### src/rtl/mux_rr_scheduler.sv
// Round-robin control stage for a 4:1 data mux: arbitrates four requesters, drives the
// mux select, captures the selected data and hands it downstream on valid/ready.
module mux_rr_scheduler #(
   parameter int WIDTH = 4
) (
   input  logic             clk,
   input  logic             rst_n,
   input  logic [3:0]       req,
   input  logic [WIDTH-1:0] mux_out,
   output logic [1:0]       sel,
   output logic [3:0]       gnt,
   output logic [WIDTH-1:0] out_data,
   output logic [1:0]       out_ch,
   output logic             out_valid,
   input  logic             out_ready
);

   typedef enum logic [1:0] {
      IDLE   = 2'd0,
      SELECT = 2'd1,
      OUTPUT = 2'd2
   } state_t;

   state_t           state_reg;
   logic [1:0]       ptr_reg;
   logic [1:0]       sel_reg;
   logic [WIDTH-1:0] data_reg;
   logic [1:0]       ch_reg;
   logic             valid_reg;

   logic [3:0]       rot_req;
   logic [1:0]       offset;
   logic [1:0]       winner;
   logic             handshake;

   // Rotate requests so that bit 0 is the current highest-priority channel.
   for (genvar gi = 0; gi < 4; gi++) begin : g_rot
      assign rot_req[gi] = req[ptr_reg + 2'(gi)];
   end

   always_comb begin
      offset = 2'd0;
      if (rot_req[0])
         offset = 2'd0;
      else if (rot_req[1])
         offset = 2'd1;
      else if (rot_req[2])
         offset = 2'd2;
      else
         offset = 2'd3;
   end

   assign winner    = ptr_reg + offset;
   assign handshake = valid_reg && out_ready;

   // Grant is a combinational one-hot pulse during the accepted cycle only.
   for (genvar gi = 0; gi < 4; gi++) begin : g_gnt
      assign gnt[gi] = handshake && (ch_reg == 2'(gi));
   end

   always_ff @(posedge clk) begin
      if (!rst_n) begin
         state_reg <= IDLE;
         ptr_reg   <= 2'd0;
         sel_reg   <= 2'd0;
         data_reg  <= '0;
         ch_reg    <= 2'd0;
         valid_reg <= 1'b0;
      end else begin
         case (state_reg)
            IDLE: begin
               if (|req) begin
                  sel_reg   <= winner;
                  state_reg <= SELECT;
               end
            end
            SELECT: begin
               // The mux has had a full cycle to settle on sel_reg.
               data_reg  <= mux_out;
               ch_reg    <= sel_reg;
               valid_reg <= 1'b1;
               state_reg <= OUTPUT;
            end
            OUTPUT: begin
               if (out_ready) begin
                  valid_reg <= 1'b0;
                  ptr_reg   <= ch_reg + 2'd1;
                  state_reg <= IDLE;
               end
            end
            default: begin
               valid_reg <= 1'b0;
               state_reg <= IDLE;
            end
         endcase
      end
   end

   assign sel       = sel_reg;
   assign out_data  = data_reg;
   assign out_ch    = ch_reg;
   assign out_valid = valid_reg;

endmodule

### config.mk
export PLATFORM = sky130hd
export DESIGN_NAME = mux_rr_scheduler
export DESIGN_NICKNAME = d
export VERILOG_FILES = /design/src/rtl/mux_rr_scheduler.sv
export SDC_FILE = /design/constraint.sdc
export NUM_CORES = 1
export LEC_CHECK = 0
export BUFFER_PORTS_ARGS = -buffer_cell sky130_fd_sc_hd__buf_2
export CELL_PAD_IN_SITES_DETAIL_PLACEMENT = 0
export CELL_PAD_IN_SITES_GLOBAL_PLACEMENT = 1
export CORE_AREA = 4 4 48 50
export CTS_BUF_LIST = sky130_fd_sc_hd__clkbuf_4
export CTS_CLUSTER_SIZE = 16
export DETAILED_ROUTE_END_ITERATION = 10
export DIE_AREA = 0 0 52 54
export GPL_ROUTABILITY_DRIVEN = 0
export PLACE_DENSITY = 0.82
export SLEW_MARGIN = 20
export SYNTH_ARGS = -nofsm -noshare
export SYNTH_HDL_FRONTEND = slang
export SYNTH_SLANG_ARGS = --single-unit
### constraint.sdc
create_clock -name clk -period 2.9 [get_ports clk]
set_input_delay 0 -clock clk [delete_from_list [all_inputs] [get_ports clk]]
set_output_delay 0 -clock clk [all_outputs]
set_load 0.01 [all_outputs]
-- After elaboration in Yosys (flattened, before gate mapping)
Index checks and enable logic that the tools add are counted.
- flip-flop bits (word level): 13
- logic and storage cells: 47
- input port bits: 11
- output and inout bits: 13
- magnitude comparators: 3
- reduce and logical (&&, ||, !) cells: 12
- mux-type cells: 14
- $add $sub $neg: 4
- equality and inequality tests: 7
- bitwise gates (word level): 1
- operator list (operator ; number):
    less-than comparator 2 x 3 -> 1 bit, second input constant ; 3
    two-way mux 2 bit ; 4
    AND reduction 2 bit ; 4
    binary-select mux 1 bit (select 2 bit) ; 3
    == test 2 bit, second input constant ; 3
    case mux 2 bit (3 select lines) ; 1
    logical AND 1 bit ; 5
    two-way mux 1 bit ; 5
    adder 2 x 1 -> 2 bit, second input constant ; 2
    == test 2 x 1 -> 1 bit, second input constant ; 2
    zero test 2 bit ; 2
    != test 2 bit, second input constant ; 2
    OR reduction 4 bit ; 1
    case mux 1 bit (3 select lines) ; 1
    adder 2 bit ; 1
    adder 2 bit, second input constant ; 1
    inverter 1 bit ; 1

-- Depth between registers and ports, before layout
Gate-level depths: netlist (run 1).
- word-level depth: 7
- mapped depth: 7
- depth with buffers taken out: 6

-- Worst setup path before layout (run 1)
Ideal clock, no wire load.
- kind: register to register
- from: reg ptr_reg[1]
- to: reg sel_reg[1], in the netlist sel[1]
- path buffers: 1
- required time: 2.770 ns
- cell stages (with the launch flop): 8
- library setup time: 0.130 ns
- data arrival time: 1.492 ns
- clock period less this slack: 1.621 ns
- path slack: 1.279 ns
- path through: dfxtp_1 buf_6 nand2b_1 a21oi_1 a221o_1 ha_1 nor4b_1 nor3_2
- longest elaborated chain between the ends: 7
- elaborated cells on any way between the ends: 12
- classes of those cells: 3 x add/sub; 9 x mux
- RTL lines (what ; RTL line ; text):
    start, declared ; 25 ; logic [1:0] ptr_reg;
    start signal, assigned ; 87 ; ptr_reg <= ch_reg + 2'd1;
    adder 2 bit ; 38 ; assign rot_req[gi] = req[ptr_reg + 2'(gi)];
    binary-select mux 1 bit (select 2 bit) ; 38 ;
    two-way mux 1 bit (not written as such) ; 38 ;
    two-way mux 1 bit ; 47 ; else if (rot_req[2])
    two-way mux 2 bit ; 45 ; else if (rot_req[1])
    two-way mux 2 bit ; 43 ; if (rot_req[0])
    adder 2 bit (*) ; 53 ; assign winner = ptr_reg + offset;
    end signal, assigned ; 73 ; sel_reg <= winner;
    end, declared ; 26 ; logic [1:0] sel_reg;
Every way passes the cells marked *; elsewhere a longest branch is shown, timed or not. The select of a mux whose other input is x is not followed.
A chain may end at the register's enable or synchronous reset.

-- Final worst setup path (run 1)
Same ends and word-level chain as after synthesis.

==> qor.yml, run 1 <==
cells_and_area:
  syn_to_final_growth_pct: 24.87
  final_cell_mix: "buf_2 (23), dfxtp_1 (13), nor2b_1 (9)"
  final_nets: 119
  final_common_cell: "buf_2"
  stdcell_area_sq_um: 898.4
  drive_gt1_share_pct: 30.39
  antenna_cells: 0
  largest_reg_flops: 4
global_routing:
  grt_pass1_vias: 619
  grt_start_max_net_pins: 14
  grt_pass1_wl_um: 2532
  antenna_found_initial: 0
  grt_overflow: 0
  grtUsageTotal_pct: 12.20
sta:
  worstMarginPinSlew_ns: 0.7316
  fmax_mhz: 561.7
  drv_slew: 0
  fin_skew_ns: 0.003494
  period_minus_slack_ns: 1.780
  rsz0062_at_grt: "false"
  finalHoldViolCount: 0
  fin_ws_ns: 1.120
  finalCritPeriodShare_pct: 61.39
  fin_setup_tns_ns: 0
  relSlewSlack_pct: 51.13
  setup_viol: 0
floorplan:
  start_util_pct: 37.83
  ios: 24
  core_area_sq_um: 1902
  die_x_um: 52
  die_h_um: 54
  die-area_sq_um: 2808
  std_cell_rows: 16
power_and_ir_drop:
  p_sw_uw: 111.2
  p_seq_share_pct: 50.6
  vdd_drop_max_v: 0.0003040
  p_sw_share_pct: 27.27
  share_comb_of_total_power_pct: 20.1
  pwr-share-clk_pct: 29.2
  p_int_uw: 296.7
  p_per_area_nw_per_um2: 454.1
  p_total_uw: 407.9
  p_leak_uw: 0.0004437
job:
  maxCapViolCount: 0
clock_network:
  cts_sinks: 13
  max-clock-path-buffers: 2
  cts-buffers-inserted: 3
  cts_post_setup_buffers_inserted: 0
  cts_root_buf: "clkbuf_4"
  cts_tree: "built"
  insertion_delay_ns: 0.27
  path_clk_slew_ns: 0.08
  cts.htree.levels: 1
run_status:
  status: "completed"
worst_setup_path:
  critPathBufInv: 0
  worstSetupPathDepth: 6
  crit_type: "flop to flop"
  timing.rr.start: "ptr_reg[1]"
  start_kind: "flop"
  path_cells: "nand2b_1 > a21oi_1 > a221o_1 > ha_1 > nor4b_1 > nor3_2"
  critPathArrivalTime_ns: 1.93
  worstPathMaxFanout: 9
  crit_end: "sel[1]"
  path_delay_family: "simple AND/OR/NAND/NOR gates"
  reg2reg_to: "sel[1]"
  cp-end-kind: "flop"
  slowest_delay_ns: 0.47
  crit_start: "ptr_reg[1]"
  cp_slowest_cell: "dfxtp_1"
  r2r_slack_ns: 1.12
  cp.required_ns: 3.05
  rr_worst_depth: 6
route:
  via_count: 623
  routed_wire_length_per_instance_um: 11.39
  firstDrtPassIters: 4
  viasPerCell: 4.829
  met1_length_um: 686
  drc: 0
  wirelength_um: 1469
  top_layer: "met4"
  drtIter0Drc: 18
  wl_met3_um: 90
  ant_nets: 0
  dr_wl_met2_um: 682
logic_synthesis:
  synth_area_sq_um: 719.4
  synth_top_area_cell: "dfxtp_1"
  synth_cells: 76
  ys_warn_count: 0
  syn_nets: 92
  syn_avg_cell_area_sq_um: 9.466
  ys_top_cells_by_area: "dfxtp_1 (36%), ha_1 (8.7%), mux2i_1 (8.3%), nor2b_1 (7.8%), and3_1 (3.5%)"
  synth_top_area_share_pct: 36.17
  ys_ff_latch: 13
  synth.distinct_cells: 28
  seq_area_frac_synth_pct: 36.17
placed_design:
  port_buffers: 23
  placed_area_sq_um: 848.3
  dpl.hpwl_um: 1135
  place_ws_ns: 1.132
hold_path:
  hold_path_class: "input port to flop"
[synth_stat cells]
| master | number |
|---|---|
| a21oi_1 | 4 |
| nand3b_1 | 2 |
| a221o_1 | 1 |
| or4b_4 | 1 |
| ha_1 | 5 |
| nor3_2 | 2 |
| buf_6 | 1 |
| clkbuf_1 | 1 |
| nor2b_1 | 9 |
| o211a_1 | 2 |
| or3_1 | 1 |
| nand3_2 | 1 |
| o21a_1 | 1 |
| and2_1 | 2 |
| o21ai_0 | 4 |
| nor4_1 | 1 |
| nor2_1 | 2 |
| a211oi_1 | 1 |
| and3_1 | 4 |
| inv_1 | 2 |
| nand3_1 | 1 |
| nor4b_1 | 1 |
| nor3b_1 | 1 |
| dfxtp_1 | 13 |
| buf_2 | 1 |
| nand2_1 | 3 |
| nand2b_1 | 3 |
| mux2i_1 | 6 |
[repair_timing]
action,CTS,global route
hold buffers,2,0
hold endpoints to repair,2,0
gates resized for setup,0,0
[worst reg2reg max path, stage by stage, from the launching register on]
cell,delay (ns)
dfxtp_1,0.47
nand2b_1,0.14
a21oi_1,0.06
a221o_1,0.35
ha_1,0.20
nor4b_1,0.36
nor3_2,0.08
[power by group through the flow]
stage / combinational, uW / clock [uW] / sequential [uW]
floorplan: 47.6 / 0 / 213
global route: 93.9 / 129 / 209
detailed placement: 81.6 / 0 / 211
global placement: 80.1 / 0 / 210
CTS: 83.8 / 121 / 207
finish: 82.2 / 119 / 206
[area by class of cell]
class / instances / area [sq um]
Multi-Input combinational cell: 58 / 431.7
Inverter: 2 / 7.507
Timing Repair Buffer: 25 / 135.1
Clock buffer: 4 / 30.03
Fill cell: 195 / 1003
Sequential cell: 13 / 260.3
Tap cell: 27 / 33.78
[metal layers]
layer,global-route usage (%),up-vias
li1,-,321
met2,21.76,15
met1,12.89,285
met3,4.432,2
met5,0,-
met4,5.240,0
[cells by family (layout without fill, tap and decap cells)]
group,Yosys count,count (layout),share of synthesized area [%]
adder cells (fa/ha/maj),5,5,8.696
AND/OR/NAND/NOR,34,34,31.13
AO/OA/AOI/OAI,13,13,11.83
flip-flops,13,13,36.17
buffers and inverters,5,31,3.825
multiplexers,6,6,8.348
[through the flow]
step,cells,util [%],hold slack [ns]
2_1_floorplan,76,-,0.1282
3_3_place_gp,123,44.61,0.2549
3_5_place_dp,123,44.61,0.2843
4_1_cts,129,47.24,0.01260
5_1_grt,129,47.24,0.01492
6_report,129,47.24,0.001433
[worst min path at each step]
stage / from / endpoint / slack, ns / cells past startpoint
floorplan: rst_n / out_ch[0] / 0.13 / 1
global placement: mux_out[3] / out_data[3] / 0.25 / 3
detailed placement: mux_out[0] / out_data[0] / 0.28 / 3
CTS: mux_out[2] / out_data[2] / 0.01 / 3
global route: mux_out[2] / out_data[2] / 0.01 / 3
finish: mux_out[2] / out_data[2] / 0.001 / 3
Note: power is estimated with default switching activity, not from simulation.
==> run 2: changes to the inputs <==
- CORE_AREA: 4 4 48 50 -> 4 4 51 53
- DIE_AREA: 0 0 52 54 -> 0 0 55 57
- PLACE_DENSITY: 0.82 -> 0.76
- clock period: 2.9 -> 1.56 ns (I/O delays scaled with it)
==> run 2 against run 1 <==
  * Via count up 3.7%
  * Clock power is 82% higher
  * Critical path depth did not move
  * Highest routed layer unchanged
==> qor.yml, run 2 (synthesized netlist as in run 1, its figures left out) <==
run_status:
  status: "completed"
cells_and_area:
  final_nets: 124  # +4.2%
  syn_to_final_growth_pct: 37.39
  final_common_cell: "buf_2"
  antenna_cells: 0  # unchanged
  fill_cells: 219  # +12%
  largest_reg_flops: 4  # unchanged
  regArea_sq_um: 262.8  # +0.96%
  multi_input_area_sq_um: 478.0  # +11%
  final_cell_mix: "buf_2 (23), dfxtp_1 (11), nor2b_1 (9)"
  drive_gt1_share_pct: 39.25  # +8.9 points
route:
  drtIter0Drc: 2  # -16
  ant_nets: 0  # unchanged
  routed_wire_length_per_instance_um: 11.67  # +2.5%
  drc: 0  # unchanged
  wirelength_um: 1575  # +7.2%
  viasPerCell: 4.785  # -0.92%
  firstDrtPassIters: 3  # -1
  via_count: 646  # +3.7%
global_routing:
  grt_start_max_net_pins: 14  # unchanged
  grt_pass1_vias: 625  # +0.97%
  grt_pass1_wl_um: 2746  # +8.5%
  grtUsageTotal_pct: 11.75  # -0.45 points
  antenna_found_initial: 0  # unchanged
  grt_overflow: 0  # unchanged
sta:
  period_minus_slack_ns: 1.507  # -0.2733 ns
  fin_skew_ns: 0.0009124  # -0.002582 ns
  fmax_mhz: 663.5  # +18%
  worstMarginPinSlew_ns: 0.3464  # -0.3852 ns
  fin_setup_tns_ns: 0  # unchanged
  setup_viol: 0  # unchanged
  rsz0062_at_grt: "false"
  drv_slew: 0  # unchanged
  finalCritPeriodShare_pct: 96.61  # +35 points
  finalHoldViolCount: 0  # unchanged
  holdWs_ns: 0.01912  # +0.01769 ns
  relSlewSlack_pct: 76.78  # +26 points
placed_design:
  port_buffers: 23  # unchanged
  dpl.hpwl_um: 1143  # +0.70%
worst_setup_path:
  cp-end-kind: "flop"
  cp.required_ns: 1.72  # -1.33 ns
  critPathArrivalTime_ns: 1.66  # -0.27 ns
  crit_type: "flop to flop"
  start_kind: "flop"
  r2r_slack_ns: 0.05  # -1.07 ns
  worstPathMaxFanout: 5  # -4
clock_network:
  cts_tree: "built"
  path_clk_slew_ns: 0.07  # about the same
  cts-buffers-inserted: 3  # unchanged
  insertion_delay_ns: 0.26  # about the same
  cts.htree.levels: 1  # unchanged
  max-clock-path-buffers: 2  # unchanged
  cts_sinks: 13  # unchanged
  cts_root_buf: "clkbuf_4"
power_and_ir_drop:
  pwr-share-clk_pct: 27.8  # -1.4 points
  p_sw_uw: 209.2  # +88%
  p_leak_uw: 0.0004823  # +8.7%
  p_seq_share_pct: 49.3  # -1.3 points
  vdd_drop_max_v: 0.0005251  # +73%
  p_per_area_nw_per_um2: 787.0  # +73%
  share_comb_of_total_power_pct: 23.0  # +2.9 points
  p_sw_share_pct: 26.89  # -0.38 points
  p_int_uw: 568.7  # +92%
floorplan:
  die_h_um: 57  # +5.6%
  die-area_sq_um: 3135  # +12%
  start_util_pct: 33.49  # -4.3 points
  ios: 24  # unchanged
  die_x_um: 55  # +5.8%
  core_area_sq_um: 2148  # +13%
  std_cell_rows: 17  # +1
job:
  maxCapViolCount: 0  # unchanged
hold_path:
  hold_path_class: "input port to flop"
==> run 2: changes by cell type in the layout (fill, tap and decap cells not counted), sizes merged <==
cell and change:
dlygate4sd3 +1, buf +4
==> run 2: path summary, 6_finish.rpt <==
| kind | depth (start not counted) | start | to |
|---|---|---|---|
| hold / removal | 3 | mux_out[1] | out_data[1] |
| hold reg to reg | 2 | out_data[0] | out_data[0] |
| setup / recovery | 6 | ptr_reg[1] | sel[1] |
| setup reg to reg | 6 | ptr_reg[1] | sel[1] |
==> run 2: final cells by class <==
type                            count  area share (%)
Multi-Input combinational cell     58           48.35
Sequential cell                    13           26.58
Timing Repair Buffer               30           17.72
Tap cell                           28           3.544
Clock buffer                        4           3.038
Inverter                            2          0.7595
==> run 2: power by group through the flow <==
stage / logic [uW] / registers [uW] / clock network, uW
3_5_place_dp: 161 / 391 / 0
6_report: 179 / 383 / 216
4_1_cts: 169 / 383 / 227
3_3_place_gp: 158 / 390 / 0
5_1_grt: 200 / 388 / 251
2_1_floorplan: 90.7 / 396 / 0
==> run 2: routing by layer <==
metal  up-vias  track usage [%]  wire, um
met5         -                0         0
li1        331                -         -
met3         2            4.178       114
met1       297            14.61       670
met4         0            4.167        12
met2        16            18.41       777
==> run 2: stage by stage <==
step / setup WS, ns / instance area, sq um / util, % / power (uW) / std cells
finish: 0.05287 / 988.4 / 46.01 / 777.9 / 135
global route: 0.007006 / 988.4 / 46.01 / 838.6 / 135
CTS: 0.01156 / 950.9 / 44.26 / 779.2 / 135
detailed placement: 0.007641 / 878.3 / 40.89 / 552.0 / 127
global placement: 0.05110 / 878.3 / 40.89 / 548.3 / 127
floorplan: 0.05302 / 725.7 / - / 486.6 / 76
==> run 2: timing repair <==
action / in CTS / in global routing
setup endpoints to repair: 1 / 2
cloned: 0 / 0
hold buffers: 3 / 0
gates resized for setup: 3 / 6
buffers inserted: 1 / 0
pin swaps: 1 / 4
endpoints found under the hold margin: 3 / 0
==> run 2: critical path, cell delays in order (launching register included) <==
cell and delay (ns):
dfxtp_2 0.33, buf_4 0.13, buf_4 0.14, or4b_4 0.49, nand3_4 0.09, o211a_1 0.17
nor3_2 0.04
